--- src/rtl/vga_pixel_out.sv ---
`default_nettype none
// ============================================================================
// Module   : vga_pixel_out
// Brief    : RGB332 pixel FIFO with stb/ack intake, VGA sync timing, pixel
//            replication, frame_sync pulse and sticky underflow flag.
// Revision : 1.0 - initial release
// ============================================================================
module vga_pixel_out #(
    parameter int H_ACTIVE = 640,
    parameter int H_FP     = 16,
    parameter int H_SYNC   = 96,
    parameter int H_BP     = 48,
    parameter int V_ACTIVE = 480,
    parameter int V_FP     = 10,
    parameter int V_SYNC   = 2,
    parameter int V_BP     = 33,
    parameter int PIX_REP  = 4,
    parameter int FIFO_AW  = 3,
    parameter bit SYNC_POL = 1'b0
) (
    input  logic               clk,
    input  logic               rst,
    input  logic [7:0]         data_i,
    input  logic               stb_i,
    output logic               ack_i,
    output logic               hsync,
    output logic               vsync,
    output logic [2:0]         red,
    output logic [2:0]         green,
    output logic [1:0]         blue,
    output logic               frame_sync,
    output logic               underflow,
    output logic [FIFO_AW:0]   fifo_level
);

    localparam int H_TOTAL  = H_ACTIVE + H_FP + H_SYNC + H_BP;
    localparam int V_TOTAL  = V_ACTIVE + V_FP + V_SYNC + V_BP;
    localparam int HW       = $clog2(H_TOTAL);
    localparam int VW       = $clog2(V_TOTAL);
    localparam int PW       = $clog2(PIX_REP);
    localparam int LW       = FIFO_AW + 1;
    localparam int DEPTH    = 1 << FIFO_AW;

    localparam int HS_START = H_ACTIVE + H_FP;
    localparam int HS_END   = H_ACTIVE + H_FP + H_SYNC;
    localparam int VS_START = V_ACTIVE + V_FP;
    localparam int VS_END   = V_ACTIVE + V_FP + V_SYNC;

    localparam logic [HW-1:0] H_LAST  = HW'(H_TOTAL - 1);
    localparam logic [VW-1:0] V_LAST  = VW'(V_TOTAL - 1);
    localparam logic [PW-1:0] PH_LAST = PW'(PIX_REP - 1);
    localparam logic [LW-1:0] FULL_LV = LW'(DEPTH);

    // ------------------------------------------------------------------
    // Timing counters
    // ------------------------------------------------------------------
    logic [HW-1:0] r_h_cnt;
    logic [VW-1:0] r_v_cnt;
    logic [PW-1:0] r_phase;

    logic w_h_last;
    logic w_v_last;
    logic w_active;
    logic w_hs_win;
    logic w_vs_win;
    logic w_fs;

    assign w_h_last = (r_h_cnt == H_LAST);
    assign w_v_last = (r_v_cnt == V_LAST);
    assign w_active = (int'(r_h_cnt) < H_ACTIVE) && (int'(r_v_cnt) < V_ACTIVE);
    assign w_hs_win = (int'(r_h_cnt) >= HS_START) && (int'(r_h_cnt) < HS_END);
    assign w_vs_win = (int'(r_v_cnt) >= VS_START) && (int'(r_v_cnt) < VS_END);
    assign w_fs     = (r_h_cnt == '0) && (int'(r_v_cnt) == VS_START);

    // Phase restarts every line so replication stays aligned to h_cnt=0
    // even when H_TOTAL is not a multiple of PIX_REP.
    always_ff @(posedge clk or posedge rst) begin
        if (rst) begin
            r_h_cnt <= '0;
            r_v_cnt <= '0;
            r_phase <= '0;
        end else if (w_h_last) begin
            r_h_cnt <= '0;
            r_phase <= '0;
            r_v_cnt <= w_v_last ? '0 : r_v_cnt + VW'(1);
        end else begin
            r_h_cnt <= r_h_cnt + HW'(1);
            r_phase <= (r_phase == PH_LAST) ? '0 : r_phase + PW'(1);
        end
    end

    // ------------------------------------------------------------------
    // FIFO
    // ------------------------------------------------------------------
    logic [7:0]    r_mem [DEPTH];
    logic [LW-1:0] r_wptr;
    logic [LW-1:0] r_rptr;
    logic [LW-1:0] w_level;
    logic          w_full;
    logic          w_empty;
    logic          w_wr;
    logic          w_pop;
    logic          w_pop_ok;
    logic          w_uf;

    assign w_level  = r_wptr - r_rptr;
    assign w_full   = (w_level == FULL_LV);
    assign w_empty  = (w_level == '0);
    // Full/empty are judged on start-of-clock state: no bypass either way.
    assign w_wr     = stb_i && !ack_i && !w_full;
    assign w_pop    = w_active && (r_phase == '0);
    assign w_pop_ok = w_pop && !w_empty;
    assign w_uf     = w_pop && w_empty;

    assign fifo_level = w_level;

    always_ff @(posedge clk) begin
        if (w_wr) begin
            r_mem[r_wptr[FIFO_AW-1:0]] <= data_i;
        end
    end

    always_ff @(posedge clk or posedge rst) begin
        if (rst) begin
            r_wptr <= '0;
            r_rptr <= '0;
            ack_i  <= 1'b0;
        end else begin
            ack_i <= w_wr;
            if (w_wr) begin
                r_wptr <= r_wptr + LW'(1);
            end
            if (w_pop_ok) begin
                r_rptr <= r_rptr + LW'(1);
            end
        end
    end

    // ------------------------------------------------------------------
    // Registered outputs, all aligned one clock after the counters
    // ------------------------------------------------------------------
    logic [7:0] r_rgb;

    always_ff @(posedge clk or posedge rst) begin
        if (rst) begin
            r_rgb      <= '0;
            hsync      <= ~SYNC_POL;
            vsync      <= ~SYNC_POL;
            frame_sync <= 1'b0;
            underflow  <= 1'b0;
        end else begin
            hsync      <= w_hs_win ? SYNC_POL : ~SYNC_POL;
            vsync      <= w_vs_win ? SYNC_POL : ~SYNC_POL;
            frame_sync <= w_fs;

            if (!w_active) begin
                r_rgb <= '0;
            end else if (w_pop_ok) begin
                r_rgb <= r_mem[r_rptr[FIFO_AW-1:0]];
            end else if (w_uf) begin
                r_rgb <= '0;
            end

            if (w_uf) begin
                underflow <= 1'b1;
            end else if (w_fs) begin
                underflow <= 1'b0;
            end
        end
    end

    assign red   = r_rgb[7:5];
    assign green = r_rgb[4:2];
    assign blue  = r_rgb[1:0];

endmodule
`default_nettype wire

--- config.mk ---
export PLATFORM = sky130hd
export DESIGN_NAME = vga_pixel_out
export DESIGN_NICKNAME = d
export VERILOG_FILES = /design/src/rtl/vga_pixel_out.sv
export SDC_FILE = /design/constraint.sdc
export NUM_CORES = 1
export LEC_CHECK = 0
export BUFFER_PORTS_ARGS = -buffer_cell sky130_fd_sc_hd__buf_2
export CAP_MARGIN = 0
export CELL_PAD_IN_SITES_DETAIL_PLACEMENT = 2
export CELL_PAD_IN_SITES_GLOBAL_PLACEMENT = 2
export CORE_MARGIN = 8
export CORE_UTILIZATION = 35
export DETAILED_ROUTE_END_ITERATION = 12
export PLACE_DENSITY = 0.66
export SLEW_MARGIN = 15
export SYNTH_ARGS = -nofsm -noshare
export SYNTH_HDL_FRONTEND = slang
export SYNTH_SLANG_ARGS = --single-unit
--- constraint.sdc ---
create_clock -name clk -period 7.2 [get_ports clk]
set_clock_uncertainty 0.15 [all_clocks]
set_input_delay 0.36 -clock clk [delete_from_list [all_inputs] [get_ports clk]]
set_output_delay 0.36 -clock clk [all_outputs]
set_load 0.02 [all_outputs]
Word level (Yosys, flattened, before mapping). Memory sizes are Yosys's and may differ from the RTL's. Cells that the tools add are included.

Flip-flop bits (word level): 43. Memory bits (writable): 64. Logic and storage cells: 59. Memories kept: 1.

Memory list: r_mem (words 8, width 8, read ports 1, clocked after memory_dff 0, wr ports 1, RTL line 95) `logic [7:0] r_mem [DEPTH];`.

Add/sub/neg operators: 6. Order comparisons: 6. Eq/ne operators: 6. Mux-type cells: 13. Reduce and logical (&&, ||, !) cells: 16.

Operators by type and width (count): $eq A10 B10 Y1 const B (3); $mux W8 (3); $add A10 B1 Y10 const B (2); $lt A10 B10 Y1 const B (2); $lt A10 B9 Y1 const B (2); $mux W10 (2); $ge A10 B10 Y1 const B (1); $ge A10 B9 Y1 const B (1); $logic_not A10 Y1 (1); $logic_and A1 B1 Y1 (9); $add A4 B1 Y4 const B (2); $mux W1 (6); $eq A4 B4 Y1 const B (1); $logic_not A4 Y1 (1); $mux W2 (2); $sub A4 B4 Y4 (1); $logic_not A1 Y1 (3); $ne A3 B1 Y1 const B (1); $add A2 B1 Y2 const B (1); $eq A2 B2 Y1 const B (1); $logic_not A2 Y1 (1); $reduce_bool A2 Y1 (1).

Depth between registers and ports, before layout. Gate-level depths: netlist of the first run.

Word-level depth: 7. Gate-level depth with buffers: 11.

Least setup slack after synthesis of the first run. No wires, ideal clock.

Kind: register to register. From: reg r_rptr[2]. To: mem r_mem[4][0], enable pin. Arrival time: 3253 ps. Slack: 3399 ps. Stages on the path, launching flop included: 11. Cell sequence: dfrtp_1 -> clkbuf_1 -> buf_1 -> inv_1 -> ha_1 -> xor2_1 -> nor3_1 -> o21ai_0 -> nand2_1 -> buf_2 -> nor4b_1.

Word-level cells in the longest chain between the ends: 6.

RTL lines: from (decl) (RTL line 97) `logic [LW-1:0] r_rptr;`; from (signal assigned) (RTL line 134) `r_rptr <= r_rptr + LW'(1);`; $sub A4 B4 Y4 (RTL line 106) `assign w_level = r_wptr - r_rptr;`; via fifo_level[2] (RTL line 33) `output logic [FIFO_AW:0] fifo_level`; $eq A4 B4 Y1 (RTL line 107) `assign w_full = (w_level == FULL_LV);`; $logic_not A1 Y1 (RTL line 110) `assign w_wr = stb_i && !ack_i && !w_full;`; $logic_and A1 B1 Y1 (RTL line 110); $mux W1 (RTL line 118) `if (w_wr) begin`; $mux W1 (not written as such) (RTL line 119) `r_mem[r_wptr[FIFO_AW-1:0]] <= data_i;`; to (decl) (RTL line 95).

The timed path passes the listed nets, and every way through them passes these cells.

Worst setup path after layout of the first run.
From: reg r_rptr[2]. To: mem r_mem[4][5], enable pin.

Word-level cells in the longest chain between the ends: 6.

RTL lines (RTL line): $sub A4 B4 Y4 (106); $eq A4 B4 Y1 (107); $logic_not A1 Y1 (110); $logic_and A1 B1 Y1 (110); $mux W1 (118); $mux W1 (not written as such) (119).

No other way between the ends.

==> impl_metrics.py, run 1 <==
metrics = {
    "status": {
        "status": "completed",
    },
    "worst_setup_path": {
        "worstSetupPathType": "flip-flop to flip-flop",
        "r2r_end": "r_mem[4][5]$_DFFE_PP_",
        "critical_path.slowest_cell": "nor4b_2",
        "rr_startpoint": "r_rptr[2]$_DFFE_PP0N_",
        "crit_arrival_ns": 3.82,
        "worstPathMaxFanout": 18,
        "path_delay_family": "simple AND/OR/NAND/NOR gates",
        "startpoint_type": "flip-flop",
        "crit_start": "r_rptr[2]$_DFFE_PP0N_",
        "cp_cell_sequence": "inv_1, ha_1, a21oi_1, a21oi_1, o21ai_0, nand2_1, nor4b_2",
        "cp.required_ns": 7.03,
        "end_kind": "flip-flop",
        "slowest_delay_ns": 0.96,
        "ff2ff_path_depth": 7,
        "r2r_slack_ns": 3.21,
        "crit_top_cell": "a21oi_1",
        "crit_buf_inv": 1,
    },
    "power_and_ir_drop": {
        "swShare": 0.351,
        "seqPwrFrac": 0.426,
        "internal-power_mw": 1.28,
        "pwr-share-clk": 0.261,
        "irDropWorstVdd_uv": 158,
        "power_density_nw_per_um2": 374,
        "p_sw_uw": 694,
        "p_leak_nw": 2.02,
        "p_comb_frac": 0.312,
        "power.total_mw": 1.98,
    },
    "synth": {
        "synthTopCellsByArea": "edfxtp_1 (42%), dfrtp_1 (22%), mux4_2 (7.8%)",
        "synth.distinct_cells": 53,
        "seq_area_frac_synth": 0.649,
        "async_flop_share": 0.402,
        "synth-edff-count": 64,
        "avgSynthCellArea_sq_um": 14.8,
        "synth_area_sq_um": 4620,
        "netlist_top_cells_count": "edfxtp_1 (64), dfrtp_1 (41), nand2_1 (22), o21ai_0 (18)",
        "synth_most_common_cell": "edfxtp_1",
        "yosysTopAreaCellShare": 0.416,
        "ys_seq_elements": 107,
        "ys.flop_type": "edfxtp_1",
        "syn_inst": 313,
        "yosys.area.top_type": "edfxtp_1",
        "synth_fp_nets": 337,
        "yosys_warnings": 0,
    },
    "layout": {
        "layout.nets": 367,
        "drive_gt1_frac": 0.256,
        "fin_area_sq_um": 5290,
        "n_antenna_cell": 0,
        "area_growth_syn_to_layout_pct": 14.4,
    },
    "sta": {
        "min_period_ns": 3.99,
        "hold_viol_final": 0,
        "clock.fmax_mhz": 251,
        "worst_pin_slew_ns": 1.05,
        "slew_violations": 0,
        "rsz0062_at_grt": "no",
        "finalSetupTns_ns": 0,
        "setup_slack_ns": 3.21,
        "fin_crit_sh": 0.554,
        "setup_viol": 0,
        "slew_headroom": 0.298,
    },
    "route": {
        "vias": 2654,
        "wirelength_microns": 10500,
        "postRouteAntennaNets": 0,
        "drtPass1Iterations": 6,
        "drc_errors": 0,
        "viasPerCell": 5.06,
        "first_iter_violations": 142,
        "drt-wirelength-per-cell_microns": 20.1,
    },
    "clocking": {
        "cts_root_buf": "clkbuf_16",
        "post-cts-setup-buffers": 0,
        "htreeDepth": 3,
        "cts_tree": "built",
        "cts_buffer_depth": 2,
        "cts_resized": 0,
        "clock-sinks": 107,
        "clk_pin_slew_ns": 0.07,
        "numCtsBuffers": 9,
        "cts_hold_buf": 0,
        "insertion_delay_ns": 0.35,
    },
    "run": {
        "maxCapViolations": 0,
    },
    "floorplanning": {
        "coreArea_sq_um": 13100,
        "start_util": 0.353,
        "rows": 42,
        "die_w_microns": 131,
        "die_h_microns": 131,
        "ios": 28,
        "dieArea_sq_um": 17100,
    },
    "grt": {
        "grt_pass1_vias": 2965,
        "gr-usage-all-layers": 0.137,
        "antenna_found_initial": 0,
        "grt_max_degree": 44,
        "grt_overflow_total": 0,
        "grt_pass1_wl_microns": 17300,
    },
    "place": {
        "dp_slack_ns": 2.96,
        "gp_congestion": 0.726,
        "io_buffers": 27,
        "dpl_cell_area_sq_um": 4960,
        "hpwl_microns": 7350,
    },
    "hold_path": {
        "hold_path_class": "primary input to asynchronous set/reset pin",
    },
}
==> cells by family after synthesis <==
kind of cell | synth area share
mux | 0.103
buf+inv | 0.0322
fa+ha+maj | 0.0368
compound gates | 0.0411
xor+xnor | 0.0360
simple gates | 0.103
flops | 0.649
==> layout by cell type, fill, tap and decap left out, types with 5 or more instances in the layout <==
master	count
edfxtp_1	64
dfrtp_1	41
buf_2	27
nand2_1	22
o21ai_0	18
mux4_2	16
inv_1	15
nor2_1	13
xnor2_1	12
ha_1	12
clkbuf_16	9
mux2i_1	8
nand4_1	7
xor2_1	7
buf_4	7
nor3_1	6
nand3_1	5
nor4_1	5
==> worst register-to-register path: cells and delay by family (launching register included) <==
family                   cells  cell delay [ns]
AND/OR/NAND/NOR              2             1.32
flip-flops                   1             0.88
AO/OA/AOI/OAI                3             0.74
adder cells (fa/ha/maj)      1             0.36
buffers and inverters        1             0.17
==> layer usage <==
layer | vias up | wire length (microns) | global-route usage
met4 | 0 | 172 | 0.0493
li1 | 1221 | - | -
met5 | - | 0 | 0
met2 | 36 | 5430 | 0.231
met3 | 13 | 346 | 0.0353
met1 | 1384 | 4580 | 0.166
==> sequential cells by signal, summed over array words and instances (netlist names), 2 cells and up <==
signal   flops
r_mem       64
r_h_cnt     10
r_v_cnt     10
r_rgb        8
r_rptr       4
r_wptr       4
r_phase      2
==> worst max-delay path by stage <==
stage,end,slack (ns),depth (start not counted)
finish,r_mem[4][5]$_DFFE_PP_,3.21,7
global route,r_mem[4][5]$_DFFE_PP_,2.91,7
CTS,r_mem[5][5]$_DFFE_PP_,2.96,7
detailed placement,r_mem[5][2]$_DFFE_PP_,2.96,7
global placement,r_mem[6][2]$_DFFE_PP_,3.23,7
floorplan,r_mem[4][0]$_DFFE_PP_,3.40,10
==> power groups by stage <==
| stage | combinational (mW) | clock, mW | sequential, mW |
|---|---|---|---|
| finish | 0.617 | 0.517 | 0.843 |
| global route | 0.687 | 0.560 | 0.861 |
| CTS | 0.632 | 0.538 | 0.846 |
| detailed placement | 0.627 | 0 | 0.858 |
| global placement | 0.602 | 0 | 0.847 |
| floorplan | 0.442 | 0 | 0.830 |
==> cell type report <==
type	count	area, sq um
well taps	176	220
clock buffers	9	225
multi-input cells	174	1500
repair buffers	34	188
flip-flops and latches	107	3000
inverters	17	63.8
fillers	1288	7800
clock inverters	7	88.8
==> through the flow <==
stage	utilization	hold WS [ns]	std cells
2_1_floorplan	-	0.288	313
3_3_place_gp	0.379	0.307	508
3_5_place_dp	0.379	0.312	508
4_1_cts	0.403	0.104	524
5_1_grt	0.404	0.133	524
6_report	0.404	0.0557	524
(Power assumes the default switching activity.)
==> run 2, diff against run 1 <==
--- a/config.mk
+++ b/config.mk
@@ -5,6 +5,7 @@
 export SDC_FILE = /design/constraint.sdc
 export NUM_CORES = 1
 export LEC_CHECK = 0
+export ABC_AREA = 1
 export BUFFER_PORTS_ARGS = -buffer_cell sky130_fd_sc_hd__buf_2
 export CAP_MARGIN = 0
 export CELL_PAD_IN_SITES_DETAIL_PLACEMENT = 2
@@ -12,7 +13,7 @@
 export CORE_MARGIN = 8
 export CORE_UTILIZATION = 35
 export DETAILED_ROUTE_END_ITERATION = 12
-export PLACE_DENSITY = 0.66
+export PLACE_DENSITY = 0.76
 export SLEW_MARGIN = 15
 export SYNTH_ARGS = -nofsm -noshare
 export SYNTH_HDL_FRONTEND = slang
==> constraint.sdc (replaced) <==
create_clock -name clk -period 3.3 [get_ports clk]
set_clock_uncertainty 0.15 [all_clocks]
set_input_delay 0.165 -clock clk [delete_from_list [all_inputs] [get_ports clk]]
set_output_delay 0.165 -clock clk [all_outputs]
set_load 0.02 [all_outputs]
==> impl_metrics.py, run 2 <==
metrics = {
    "status": {
        "status": "completed",
    },
    "layout": {
        "fillers": 1573,
        "multiInputGateArea_sq_um": 1720,
        "largest_register_ffs": 64,
        "layout.cells.non_filler": 739,
        "n_antenna_cell": 0,
        "layout_commonest_cell": "nand2_1",
        "layout.nets": 574,
        "layout_common_cells": "nand2_1 (168), nand3_1 (64), edfxtp_1 (64), inv_1 (49), dfrtp_1 (41)",
        "drive_gt1_frac": 0.124,
        "ff_latch_area_sq_um": 3000,
        "area_growth_syn_to_layout_pct": 11.3,
    },
    "sta": {
        "rsz0062_at_grt": "no",
        "hold_viol_final": 0,
        "slew_headroom": 0.359,
        "fin_crit_sh": 0.881,
        "finalSetupTns_ns": 0,
        "slew_violations": 0,
        "worst_pin_slew_ns": 0.960,
        "min_period_ns": 2.91,
        "clock.fmax_mhz": 344,
        "setup_viol": 0,
    },
    "synth": {
        "synthTopCellsByArea": "edfxtp_1 (38%), dfrtp_1 (20%), nand2_1 (12%)",
        "async_flop_share": 0.402,
        "synth_fp_nets": 547,
        "synth.distinct_cells": 34,
        "synth_top_family_by_area": "simple AND/OR/NAND/NOR gates",
        "avgSynthCellArea_sq_um": 9.66,
        "muxShareOfSynthArea": 0,
        "synth_most_common_cell": "nand2_1",
        "syn_inst": 523,
        "synth-simple-area-share": 0.275,
        "seq_area_frac_synth": 0.594,
        "netlist_top_cells_count": "nand2_1 (168), edfxtp_1 (64), nand3_1 (64), inv_1 (50), dfrtp_1 (41)",
        "ys_seq_elements": 107,
        "ys.flop_type": "edfxtp_1",
        "synth_compound_area_frac": 0.0166,
        "synth_xor_xnor_area_share": 0.0156,
        "yosysTopAreaCellShare": 0.381,
        "yosys_warnings": 0,
        "synth_area_sq_um": 5050,
        "synth_fa_ha_area_frac": 0.0337,
        "synth-edff-count": 64,
        "yosys.area.top_type": "edfxtp_1",
    },
    "clocking": {
        "insertion_delay_ns": 0.36,
        "cts_buffer_depth": 2,
        "cts_tree": "built",
        "cts_root_buf": "clkbuf_16",
        "cts_resized": 0,
        "clk_pin_slew_ns": 0.08,
        "post-cts-setup-buffers": 0,
        "clock-sinks": 107,
        "numCtsBuffers": 9,
        "htreeDepth": 3,
    },
    "power_and_ir_drop": {
        "p_leak_nw": 2.47,
        "power_density_nw_per_um2": 817,
        "irDropWorstVdd_uv": 358,
    },
    "floorplanning": {
        "die_w_microns": 136,
        "dieArea_sq_um": 18500,
        "coreArea_sq_um": 14300,
        "die_h_microns": 136,
        "rows": 44,
        "ios": 28,
        "start_util": 0.353,
    },
    "hold_path": {
        "hold_path_class": "primary input to flip-flop",
        "holdPathStages": 1,
    },
    "worst_setup_path": {
        "startpoint_type": "flip-flop",
        "cp.required_ns": 3.14,
        "ff2ff_path_depth": 9,
        "worstSetupPathType": "flip-flop to flip-flop",
        "end_kind": "flip-flop",
        "worstPathMaxFanout": 10,
        "crit_arrival_ns": 2.75,
    },
    "grt": {
        "grt_pass1_wl_microns": 22800,
        "antenna_found_initial": 0,
        "grt_pass1_vias": 4120,
        "grt_max_degree": 44,
        "gr-usage-all-layers": 0.163,
        "grt_overflow_total": 0,
    },
    "route": {
        "first_iter_violations": 190,
        "drtPass1Iterations": 4,
        "drt-wirelength-per-cell_microns": 19.0,
        "vias": 3717,
        "drc_errors": 0,
        "wirelength_microns": 14000,
        "viasPerCell": 5.03,
        "postRouteAntennaNets": 0,
    },
    "place": {
        "io_buffers": 27,
        "hpwl_microns": 10200,
        "dp.cells": 721,
        "gp_congestion": 0.780,
    },
    "run": {
        "maxCapViolations": 0,
    },
}
[run 2: kinds of logic (layout without fill, tap and decap cells)]
group,Yosys count,count (layout)
and+or+nand+nor,307,307
adders and majority gates,13,13
xor gates and xnor gates,9,9
buffers and inverters,72,104
AOI/OAI and AO/OA,15,15
DFF,107,107
[run 2: repair_timing]
action,CTS,global route
endpoints found under the hold margin,49,0
setup endpoints to repair,0,0
hold buffers,2,0
[run 2: cell type report]
cell class,instances,share of cell area
Sequential cell,107,0.534
Inverter,55,0.0367
Multi-Input combinational cell,344,0.306
Clock inverter,7,0.00935
Tap cell,184,0.0410
Clock buffer,9,0.0401
Timing Repair Buffer,33,0.0329
[run 2: final timing paths]
check / from / to / slack [ns]
min in group asynchronous: rst / r_v_cnt[2]$_DFFE_PP0N_ / 0.43
worst max register to register: r_wptr[0]$_DFFE_PP0P_ / r_mem[0][4]$_DFFE_PP_ / 0.39
worst min-delay path: data_i[7] / r_mem[1][7]$_DFFE_PP_ / 0.01
worst max-delay path: r_wptr[0]$_DFFE_PP0P_ / r_mem[0][4]$_DFFE_PP_ / 0.39
worst min register to register: r_phase[0]$_DFF_PP0_ / r_phase[0]$_DFF_PP0_ / 0.32
max in group asynchronous: rst / r_rgb[7]$_DFFE_PP0P_ / 1.98
[run 2: power by group]
part | internal, mW | total (mW) | switching (mW)
Sequential | 1.63 | 1.76 | 0.122
Combinational | 0.510 | 1.80 | 1.29
Clock | 0.520 | 1.04 | 0.523
[run 2: metrics by stage]
step	worst slack [ns]	util	hold slack, ns	instance area [sq um]	power (mW)
6_report	0.393	0.393	0.0131	5620	4.60
5_1_grt	0.198	0.393	0.00733	5620	4.92
4_1_cts	0.360	0.393	0.00400	5620	4.67
3_5_place_dp	0.359	0.372	0.302	5320	3.61
3_3_place_gp	0.528	0.372	0.283	5320	3.50
2_1_floorplan	0.489	-	0.114	5050	3.03
[run 2: metal layers]
layer,part of all wire,vias up,track usage
met1,0.47,1884,0.210
met3,0.039,15,0.0347
li1,-,1773,-
met2,0.48,45,0.265
met5,0,-,0
met4,0.016,0,0.0543
[run 2: worst max-delay path, cell delays in order (launching register included)]
cell and delay, ns:
dfrtp_1 0.46, inv_1 0.14, ha_1 0.16, inv_1 0.07, fa_1 0.37, xor2_1 0.24
nor2_2 0.10, nand3_4 0.13, nand2_4 0.13, nor2_1 0.59
==> run 3, diff against run 2 <==
--- a/config.mk
+++ b/config.mk
@@ -13,7 +13,8 @@
 export CORE_MARGIN = 8
 export CORE_UTILIZATION = 35
 export DETAILED_ROUTE_END_ITERATION = 12
-export PLACE_DENSITY = 0.76
+export PLACE_DENSITY = 0.73
+export REMOVE_ABC_BUFFERS = 1
 export SLEW_MARGIN = 15
 export SYNTH_ARGS = -nofsm -noshare
 export SYNTH_HDL_FRONTEND = slang
==> constraint.sdc (replaced) <==
create_clock -name clk -period 3.7 [get_ports clk]
set_clock_uncertainty 0.15 [all_clocks]
set_input_delay 0.185 -clock clk [delete_from_list [all_inputs] [get_ports clk]]
set_output_delay 0.185 -clock clk [all_outputs]
set_load 0.02 [all_outputs]
==> impl_metrics.py, run 3 (synthesis results as in run 2) <==
metrics = {
    "layout": {
        "layout_commonest_cell": "nand2_1",
        "layout_common_cells": "nand2_1 (168), nand3_1 (64), edfxtp_1 (64), inv_1 (49), dfrtp_1 (41)",
        "layout.nets": 571,
        "largest_register_ffs": 64,
        "n_antenna_cell": 0,
        "fillers": 1573,
        "drive_gt1_frac": 0.123,
        "ff_latch_area_sq_um": 3000,
        "multiInputGateArea_sq_um": 1720,
        "layout.cells.non_filler": 736,
        "area_growth_syn_to_layout_pct": 11.5,
    },
    "sta": {
        "setup_slack_ns": 0.596,
        "clock.fmax_mhz": 322,
        "rsz0062_at_grt": "no",
        "worst_pin_slew_ns": 0.966,
        "finalSetupTns_ns": 0,
        "hold_viol_final": 0,
        "min_period_ns": 3.10,
        "slew_violations": 0,
        "slew_headroom": 0.355,
        "setup_viol": 0,
        "fin_crit_sh": 0.839,
    },
    "grt": {
        "antenna_found_initial": 0,
        "grt_pass1_wl_microns": 23100,
        "gr-usage-all-layers": 0.164,
        "grt_max_degree": 44,
        "grt_pass1_vias": 4002,
        "grt_overflow_total": 0,
    },
    "route": {
        "wirelength_microns": 14200,
        "viasPerCell": 4.91,
        "drt-wirelength-per-cell_microns": 19.2,
        "vias": 3612,
        "drtPass1Iterations": 4,
        "postRouteAntennaNets": 0,
        "drc_errors": 0,
        "first_iter_violations": 117,
    },
    "worst_setup_path": {
        "critical_path.slowest_cell": "nor2_1",
        "slowest_delay_ns": 0.59,
        "ff2ff_path_depth": 7,
        "worstSetupPathType": "flip-flop to flip-flop",
        "end_kind": "flip-flop",
        "r2r_slack_ns": 0.60,
        "cp.required_ns": 3.55,
        "cp_cell_sequence": "clkinv_1, ha_1, xor2_1, nor2_2, nand3_4, nand3_2, nor2_1",
        "crit_arrival_ns": 2.95,
        "worstPathMaxFanout": 12,
        "rr_startpoint": "r_rptr[2]$_DFFE_PP0N_",
        "startpoint_type": "flip-flop",
        "r2r_end": "r_mem[2][5]$_DFFE_PP_",
    },
    "floorplanning": {
        "rows": 44,
        "ios": 28,
        "die_w_microns": 136,
        "start_util": 0.353,
        "dieArea_sq_um": 18500,
        "die_h_microns": 136,
        "coreArea_sq_um": 14300,
    },
    "power_and_ir_drop": {
        "swShare": 0.422,
        "irDropWorstVdd_uv": 322,
        "p_sw_mw": 1.75,
        "seqPwrFrac": 0.385,
        "power_density_nw_per_um2": 734,
        "p_comb_frac": 0.377,
        "p_leak_nw": 2.46,
        "pwr-share-clk": 0.239,
        "internal-power_mw": 2.39,
    },
    "clocking": {
        "clock-sinks": 107,
        "numCtsBuffers": 9,
        "cts_resized": 0,
        "cts_root_buf": "clkbuf_16",
        "cts_buffer_depth": 2,
        "clk_pin_slew_ns": 0.09,
        "cts_tree": "built",
        "insertion_delay_ns": 0.37,
        "htreeDepth": 3,
        "cts_hold_buf": 1,
        "post-cts-setup-buffers": 0,
    },
    "place": {
        "gp_congestion": 0.808,
        "hpwl_microns": 10600,
        "dp_slack_ns": 0.543,
        "io_buffers": 27,
        "dp.cells": 719,
    },
    "hold_path": {
        "hold_path_end": "r_mem[5][3]$_DFFE_PP_",
        "holdPathStages": 1,
        "hold_path_class": "primary input to flip-flop",
        "hold_start": "data_i[3]",
    },
    "status": {
        "status": "completed",
    },
    "run": {
        "maxCapViolations": 0,
    },
}
[run 3: cell count changes in the layout (fill, tap and decap cells not counted), sizes merged]
cell,previous run,this run
buf,31,29
clkinv,6,5
dlygate4sd3,2,1
inv,55,56
[run 3: how the worst max path moves through the flow]
| stage | startpoint | slack [ns] | to |
|---|---|---|---|
| after floorplan | r_rptr[0]$_DFFE_PP0N_ | 0.47 | r_mem[4][0]$_DFFE_PP_ |
| after global placement | r_rptr[2]$_DFFE_PP0N_ | 0.76 | r_mem[6][4]$_DFFE_PP_ |
| after detailed placement | r_rptr[2]$_DFFE_PP0N_ | 0.54 | r_mem[6][4]$_DFFE_PP_ |
| after CTS | r_rptr[2]$_DFFE_PP0N_ | 0.52 | r_mem[6][4]$_DFFE_PP_ |
| after global routing | r_rptr[2]$_DFFE_PP0N_ | 0.31 | r_mem[7][6]$_DFFE_PP_ |
| final | r_rptr[2]$_DFFE_PP0N_ | 0.60 | r_mem[2][5]$_DFFE_PP_ |
[run 3: worst max-delay path: cells and delay by family, from the launching register on]
kind	cells	cell delay (ns)
DFF	1	0.58
and+or+nand+nor	4	0.98
buffers and inverters	1	0.33
xor gates and xnor gates	1	0.26
adders and majority gates	1	0.44
[run 3: through the flow]
stage               area [sq um]   util  total power, mW  hold slack, ns
global placement            5310  0.371             3.12           0.302
CTS                         5630  0.393             4.22          0.0181
floorplan                   4930      -             2.61           0.134
detailed placement          5310  0.371             3.21           0.325
global route                5630  0.393             4.43          0.0149
finish                      5630  0.393             4.14         0.00789
[run 3: area by class of cell]
class / instances / share of cell area
multi-input cells: 344 / 0.306
inverters: 55 / 0.0367
clock buffers: 9 / 0.0400
clock inverters: 7 / 0.0156
well taps: 184 / 0.0409
flip-flops and latches: 107 / 0.533
repair buffers: 30 / 0.0284
[run 3: per-layer routing]
metal  global-route usage  share of wire
met3               0.0358          0.030
met5                    0              0
met2                0.281           0.51
met4               0.0506          0.018
met1                0.202           0.44
[run 3: power by group through the flow]
stage	Combinational (mW)	Clock [mW]	Sequential (mW)
floorplan	0.923	0	1.69
global placement	1.52	0	1.60
detailed placement	1.59	0	1.62
CTS	1.61	1.02	1.59
global route	1.75	1.06	1.62
finish	1.56	0.988	1.59
